$ cat config.mk
export PLATFORM = sky130hd
export DESIGN_NAME = sm_to_twos_serial
export DESIGN_NICKNAME = d
export VERILOG_FILES = /design/src/rtl/sm_to_twos_serial.sv
export SDC_FILE = /design/constraint.sdc
export NUM_CORES = 1
export LEC_CHECK = 0
export CORE_MARGIN = 8
export CORE_UTILIZATION = 39
export CTS_CLUSTER_SIZE = 8
export DETAILED_ROUTE_END_ITERATION = 8
export GPL_TIMING_DRIVEN = 0
export SETUP_SLACK_MARGIN = 0.05
export SLEW_MARGIN = 20
export SYNTH_ARGS = -nofsm -noshare
export SYNTH_HDL_FRONTEND = slang
export SYNTH_SLANG_ARGS = --single-unit
export TNS_END_PERCENT = 20
$ cat constraint.sdc
create_clock -name clk -period 5.6 [get_ports clk]
set_input_delay 1.12 -clock clk [delete_from_list [all_inputs] [get_ports clk]]
set_output_delay 1.12 -clock clk [all_outputs]
set_load 0.1 [all_outputs]
$ cat src/rtl/sm_to_twos_serial.sv
// -----------------------------------------------------------------------------
// sm_to_twos_serial
//
// Bit-serial sign-magnitude to two's-complement decoder. Takes an unsigned
// magnitude plus a negative flag (the output format of the RCA subtractor)
// and produces a WIDTH+1 bit signed two's-complement value. Negation is done
// with one full-adder slice (b input tied to 0) iterated LSB-first: each
// operand bit is inverted and the initial carry of 1 supplies the "+1".
//
// One transaction is held at a time:
//   IDLE  : waiting for in_valid; accepts when in_ready is high.
//   SHIFT : WIDTH+1 cycles, one result bit per clock, shifted in from the MSB.
//   DONE  : result presented with out_valid until out_ready takes it.
//
// Ports:
//   clk        in   rising-edge clock
//   rst        in   asynchronous reset, active-high
//   in_valid   in   mag/neg valid
//   in_ready   out  block can accept an input this cycle (IDLE and not in reset)
//   mag        in   [WIDTH-1:0] unsigned magnitude
//   neg        in   1 means the value is -mag
//   out_valid  out  result valid
//   out_ready  in   consumer accepts result
//   result     out  [WIDTH:0] signed two's-complement value
//   busy       out  high in SHIFT or DONE
// -----------------------------------------------------------------------------
module sm_to_twos_serial #(
  parameter int WIDTH = 4
) (
  input  logic             clk,
  input  logic             rst,
  input  logic             in_valid,
  output logic             in_ready,
  input  logic [WIDTH-1:0] mag,
  input  logic             neg,
  output logic             out_valid,
  input  logic             out_ready,
  output logic [WIDTH:0]   result,
  output logic             busy
);

  // Bit counter walks 0..WIDTH; sized with headroom so the compare against
  // WIDTH never depends on a wrap.
  localparam int CW = $clog2(WIDTH + 2);

  typedef enum logic [1:0] {
    IDLE  = 2'd0,
    SHIFT = 2'd1,
    DONE  = 2'd2
  } state_t;

  state_t r_state;
  state_t w_state_next;

  logic [WIDTH:0]  r_op;      // zero-extended magnitude being consumed
  logic            r_neg;     // latched sign flag for this transaction
  logic            r_carry;   // full-adder carry between serial steps
  logic [CW-1:0]   r_count;   // index of the operand bit processed this cycle
  logic [WIDTH:0]  r_result;  // result assembled from the MSB side

  logic            w_accept;
  logic            w_transfer;
  logic            w_last_bit;
  logic            w_op_bit;
  logic            w_out_bit;
  logic            w_carry_next;

  // ---------------------------------------------------------------------------
  // Handshake qualifiers
  // ---------------------------------------------------------------------------
  assign w_accept   = in_valid && in_ready;
  assign w_transfer = out_valid && out_ready;
  assign w_last_bit = (r_count == CW'(WIDTH));

  // ---------------------------------------------------------------------------
  // Serial full-adder slice with b = 0.
  // Negate: sum = ~a ^ cin, cout = ~a & cin, starting with cin = 1.
  // Pass-through: sum = a, carry ignored.
  // ---------------------------------------------------------------------------
  assign w_op_bit     = r_op[r_count];
  assign w_out_bit    = r_neg ? (~w_op_bit ^ r_carry) : w_op_bit;
  assign w_carry_next = ~w_op_bit & r_carry;

  // ---------------------------------------------------------------------------
  // FSM: state register
  // ---------------------------------------------------------------------------
  // NOTE: clocked state uses non-blocking (<=) so every register samples the
  // pre-edge values; blocking (=) here would create order-dependent races.
  always_ff @(posedge clk or posedge rst) begin
    if (rst) begin
      r_state <= IDLE;
    end else begin
      r_state <= w_state_next;
    end
  end

  // ---------------------------------------------------------------------------
  // FSM: next-state logic
  // ---------------------------------------------------------------------------
  // NOTE: the default assignment at the top of every always_comb keeps each
  // path fully specified, so no latch is inferred.
  always_comb begin
    w_state_next = r_state;
    unique case (r_state)
      IDLE: begin
        if (w_accept) begin
          w_state_next = SHIFT;
        end
      end
      SHIFT: begin
        if (w_last_bit) begin
          w_state_next = DONE;
        end
      end
      DONE: begin
        if (w_transfer) begin
          w_state_next = IDLE;
        end
      end
      default: begin
        w_state_next = IDLE;
      end
    endcase
  end

  // ---------------------------------------------------------------------------
  // FSM: outputs (Moore, decoded from the state register)
  // in_ready also masks with rst so nothing is advertised during reset.
  // ---------------------------------------------------------------------------
  always_comb begin
    in_ready  = 1'b0;
    out_valid = 1'b0;
    busy      = 1'b0;
    unique case (r_state)
      IDLE: begin
        in_ready = !rst;
      end
      SHIFT: begin
        busy = 1'b1;
      end
      DONE: begin
        out_valid = 1'b1;
        busy      = 1'b1;
      end
      default: begin
        in_ready  = 1'b0;
        out_valid = 1'b0;
        busy      = 1'b0;
      end
    endcase
  end

  assign result = r_result;

  // ---------------------------------------------------------------------------
  // Datapath
  // Every datapath register is cleared by reset so an aborted transaction
  // leaves no residue in the operand, carry, count or result.
  // ---------------------------------------------------------------------------
  always_ff @(posedge clk or posedge rst) begin
    if (rst) begin
      r_op     <= '0;
      r_neg    <= 1'b0;
      r_carry  <= 1'b0;
      r_count  <= '0;
      r_result <= '0;
    end else begin
      unique case (r_state)
        IDLE: begin
          // result is left untouched here: it keeps the last value until the
          // next SHIFT starts overwriting it.
          if (w_accept) begin
            r_op    <= {1'b0, mag};
            r_neg   <= neg;
            r_carry <= 1'b1;
            r_count <= '0;
          end
        end
        SHIFT: begin
          // Shift right so the first (LSB) bit ends up at result[0] after
          // WIDTH+1 steps. The carry out of the final step is dropped.
          r_result <= {w_out_bit, r_result[WIDTH:1]};
          r_carry  <= w_carry_next;
          if (!w_last_bit) begin
            r_count <= r_count + CW'(1);
          end
        end
        DONE: begin
          // Hold everything stable while the consumer back-pressures.
        end
        default: begin
        end
      endcase
    end
  end

endmodule

==> results by group, run 1 <==
Synth
  • Most frequent cell after synthesis: sky130_fd_sc_hd__dfrtp_1
  • Compound-Gate Fraction of Synth Area: 14.8%
  • Main flop type after synthesis: sky130_fd_sc_hd__dfrtp_1
  • Most numerous cell types in the synthesized netlist: sky130_fd_sc_hd__dfrtp_1, sky130_fd_sc_hd__inv_1, sky130_fd_sc_hd__mux2_2, sky130_fd_sc_hd__ha_1, sky130_fd_sc_hd__a21oi_1
  • Async S/R FF share, synth: 100%
  • Largest cells by area after synthesis: sky130_fd_sc_hd__dfrtp_1, sky130_fd_sc_hd__mux2_2, sky130_fd_sc_hd__ha_1
  • Post-Syn Area: 950 µm²
  • Share of synthesized area occupied by flip-flops and latches: 42.2%
  • Netlist cell types: 31
  • Post-synthesis share of cell area spent on and, or, nand and nor gates: 8.43%
  • Synth area leader: sky130_fd_sc_hd__dfrtp_1
  • Share of the synthesized area in the top cell type: 42.2%
  • Number of register bits inferred by synthesis: 16
  • Post-synthesis xor/xnor area fraction: 0%
  • Number of enable flip-flop cells after synthesis: 0
  • Total of warnings raised by yosys: 0
  • Synthesized area per cell: 12.2 µm²
  • Synthesized Nets: 95
  • Mux share of post-synthesis cell area: 17.8%
  • Adder-cell area share of the yosys netlist: 10.5%
  • Combinational family with the most area after synthesis: multiplexers
  • Post-synthesis cell count: 78

Timing
  • Time the worst path needs with I/O delays and setup: 4.05 ns
  • Final Max Slew Viols: 0
  • RSZ-0062 raised after global routing: false
  • Minimum hold slack: 0.512 ns
  • Final period utilization: 72.3%
  • Setup TNS after final layout: 0 ns
  • Fmax: 247 MHz
  • Worst clock skew: 0.00478 ns
  • Final count of hold timing violations: 0
  • Slew @ Worst Pin: 0.969 ns
  • Relative slew slack: 35.2%
  • Final setup violation count: 0

Routing
  • DRC violation count after routing: 0
  • Starting DRC count in detailed routing: 25
  • Vias per Instance: 4.96
  • Antenna viol nets, final: 0
  • Pre-antenna DRT Iters: 4
  • Routed wire length per instance: 12.9 µm
  • Total routed wirelength: 1.65 mm
  • Total vias in the final route: 635

Worst setup path
  • Kind of capture point of the worst setup path: output pin
  • Standard cell with the maximum stage delay on the critical path: sky130_fd_sc_hd__clkdlybuf4s50_1
  • Critical path required time: 4.48 ns
  • Cells traversed along the worst timing path: clkdlybuf4s50_1 -> and2b_2 -> clkdlybuf4s50_1
  • Peak per-stage delay on the critical path: 1.12 ns
  • Element type at the critical path start: input port
  • Most Frequent Cell on Critical Path: sky130_fd_sc_hd__clkdlybuf4s50_1
  • Maximum fanout along the worst path: 4
  • Worst EP arrival: 2.93 ns
  • Critical path class: in2out

Layout
  • # diodes: 0
  • Final layout net count: 116
  • Final cell count without fillers: 128
  • Share of cells above drive strength 1: 23.5%
  • Post-layout utilization of the core: 49.6%
  • Signed area change from the synthesized netlist to the final layout: 24.6%

Die
  • Site Rows: 18
  • Die height: 65.3 µm
  • Starting Density: 39.8%
  • Core area: 2390 µm²
  • Top-level port count: 17
  • Die area: 4270 µm²
  • Floorplan die width: 65.3 µm

Global route
  • Global-route wire length before repair: 2.94 mm
  • Initial antenna violation count: 0
  • Maximum number of pins on one net before global-route repair: 17
  • Congestion Overflow GR: 0
  • Vias in the first global route: 648
  • Global router's overall resource usage: 8.67%

Place
  • Global placement routability congestion: 0.724
  • Input/output buffers: 16
  • HPWL after detailed placement: 1.32 mm
  • Count of placed standard cells including taps: 124

Clock tree
  • Number of hold-repair buffers added at the cts stage: 0
  • Total setup buffers inserted after CTS: 0
  • Worst skew pair latency: 0.28 ns
  • Clock-pin slew reported for the worst setup and hold paths after clock tree synthesis: 0.09 ns
  • Depth of the CTS H-tree: 1
  • CTS root buffer: sky130_fd_sc_hd__clkbuf_4
  • TritonCTS clock tree: yes
  • Max clock buf depth: 2
  • Post-CTS resize count: 0
  • CTS Buf Count: 3
  • Clock sink count: 16

Run
  • Max-cap violations: 0

Hold path
  • Classification of the worst-slack hold path: reg2reg

Status
  • Run status: complete, no violations
[cells by family after synthesis]
| family | Yosys count |
|---|---|
| mux | 15 |
| compound gates | 15 |
| flops | 16 |
| simple gates | 12 |
| fa+ha+maj | 8 |
| buf+inv | 12 |
[per-layer routing]
layer	share of wire (%)	up-vias	track usage, %
met1	43	304	9.72
met4	1.9	0	4.90
met2	50	12	14.3
met3	4.5	5	2.72
met5	0	-	0
li1	-	314	-
[sequential cells by signal, summed over array words and instances (netlist names)]
name and cells:
r_neg 1, r_carry 1, result 5, r_op 4
r_count 3, r_state 2
[through the flow]
stage	setup slack, ns	area [µm²]
4_1_cts	1.54	1180
3_5_place_dp	1.55	1150
6_report	1.55	1180
2_1_floorplan	2.84	950
5_1_grt	1.52	1180
3_3_place_gp	1.58	1150
[layout make-up]
class | instances | area, µm²
Clock buffer | 4 | 36.3
Fill cell | 243 | 1200
Multi-Input combinational cell | 50 | 489
Buffer | 3 | 26.3
Inverter | 9 | 33.8
Timing Repair Buffer | 16 | 160
Sequential cell | 16 | 400
Tap cell | 30 | 37.5
[final timing paths]
check / from / endpoint / slack [ns] / cells after the start
hold / removal: r_op[0] / r_op[0] / 0.51 / 1
max in group asynchronous: rst / result[2] / 3.92 / 2
setup / recovery: rst / in_ready / 1.55 / 3
hold reg to reg: r_op[0] / r_op[0] / 0.51 / 1
setup reg to reg: r_count[1] / result[4] / 3.68 / 7
min in group asynchronous: rst / r_count[0] / 1.29 / 2
[placed cells by master (no fill, tap or decap), types with 2 or more instances in the layout]
cell / n
sky130_fd_sc_hd__ha_1: 8
sky130_fd_sc_hd__mux2_1: 2
sky130_fd_sc_hd__clkbuf_4: 3
sky130_fd_sc_hd__clkdlybuf4s50_1: 16
sky130_fd_sc_hd__mux2_2: 9
sky130_fd_sc_hd__inv_1: 9
sky130_fd_sc_hd__mux2i_1: 3
sky130_fd_sc_hd__nor2_1: 3
sky130_fd_sc_hd__dfrtp_1: 16
sky130_fd_sc_hd__buf_4: 2
sky130_fd_sc_hd__a21oi_1: 4
[critical path: cells and delay by family]
kind | cells | cell delay, ns
buffers and inverters | 2 | 1.58
AND/OR/NAND/NOR | 1 | 0.23
Power of run 1 is not shown: default switching activity piles up to over one toggle a cycle in this logic, so the estimate is an artifact.
==> inputs of run 2 (changes only) <==
==> constraint.sdc (replaced) <==
create_clock -name clk -period 3.9 [get_ports clk]
set_input_delay 0.78 -clock clk [delete_from_list [all_inputs] [get_ports clk]]
set_output_delay 0.78 -clock clk [all_outputs]
set_load 0.1 [all_outputs]
==> results of run 2 <==
The final DEF is identical to that of run 1. Status: complete, no violations.
Among the figures that moved: setup slack after placement 1.55 ns -> 0.526 ns; setup slack after layout 1.55 ns -> 0.532 ns; register-to-register setup slack 3.68 ns -> 1.98 ns
Power of run 2 is left out for the same reason.
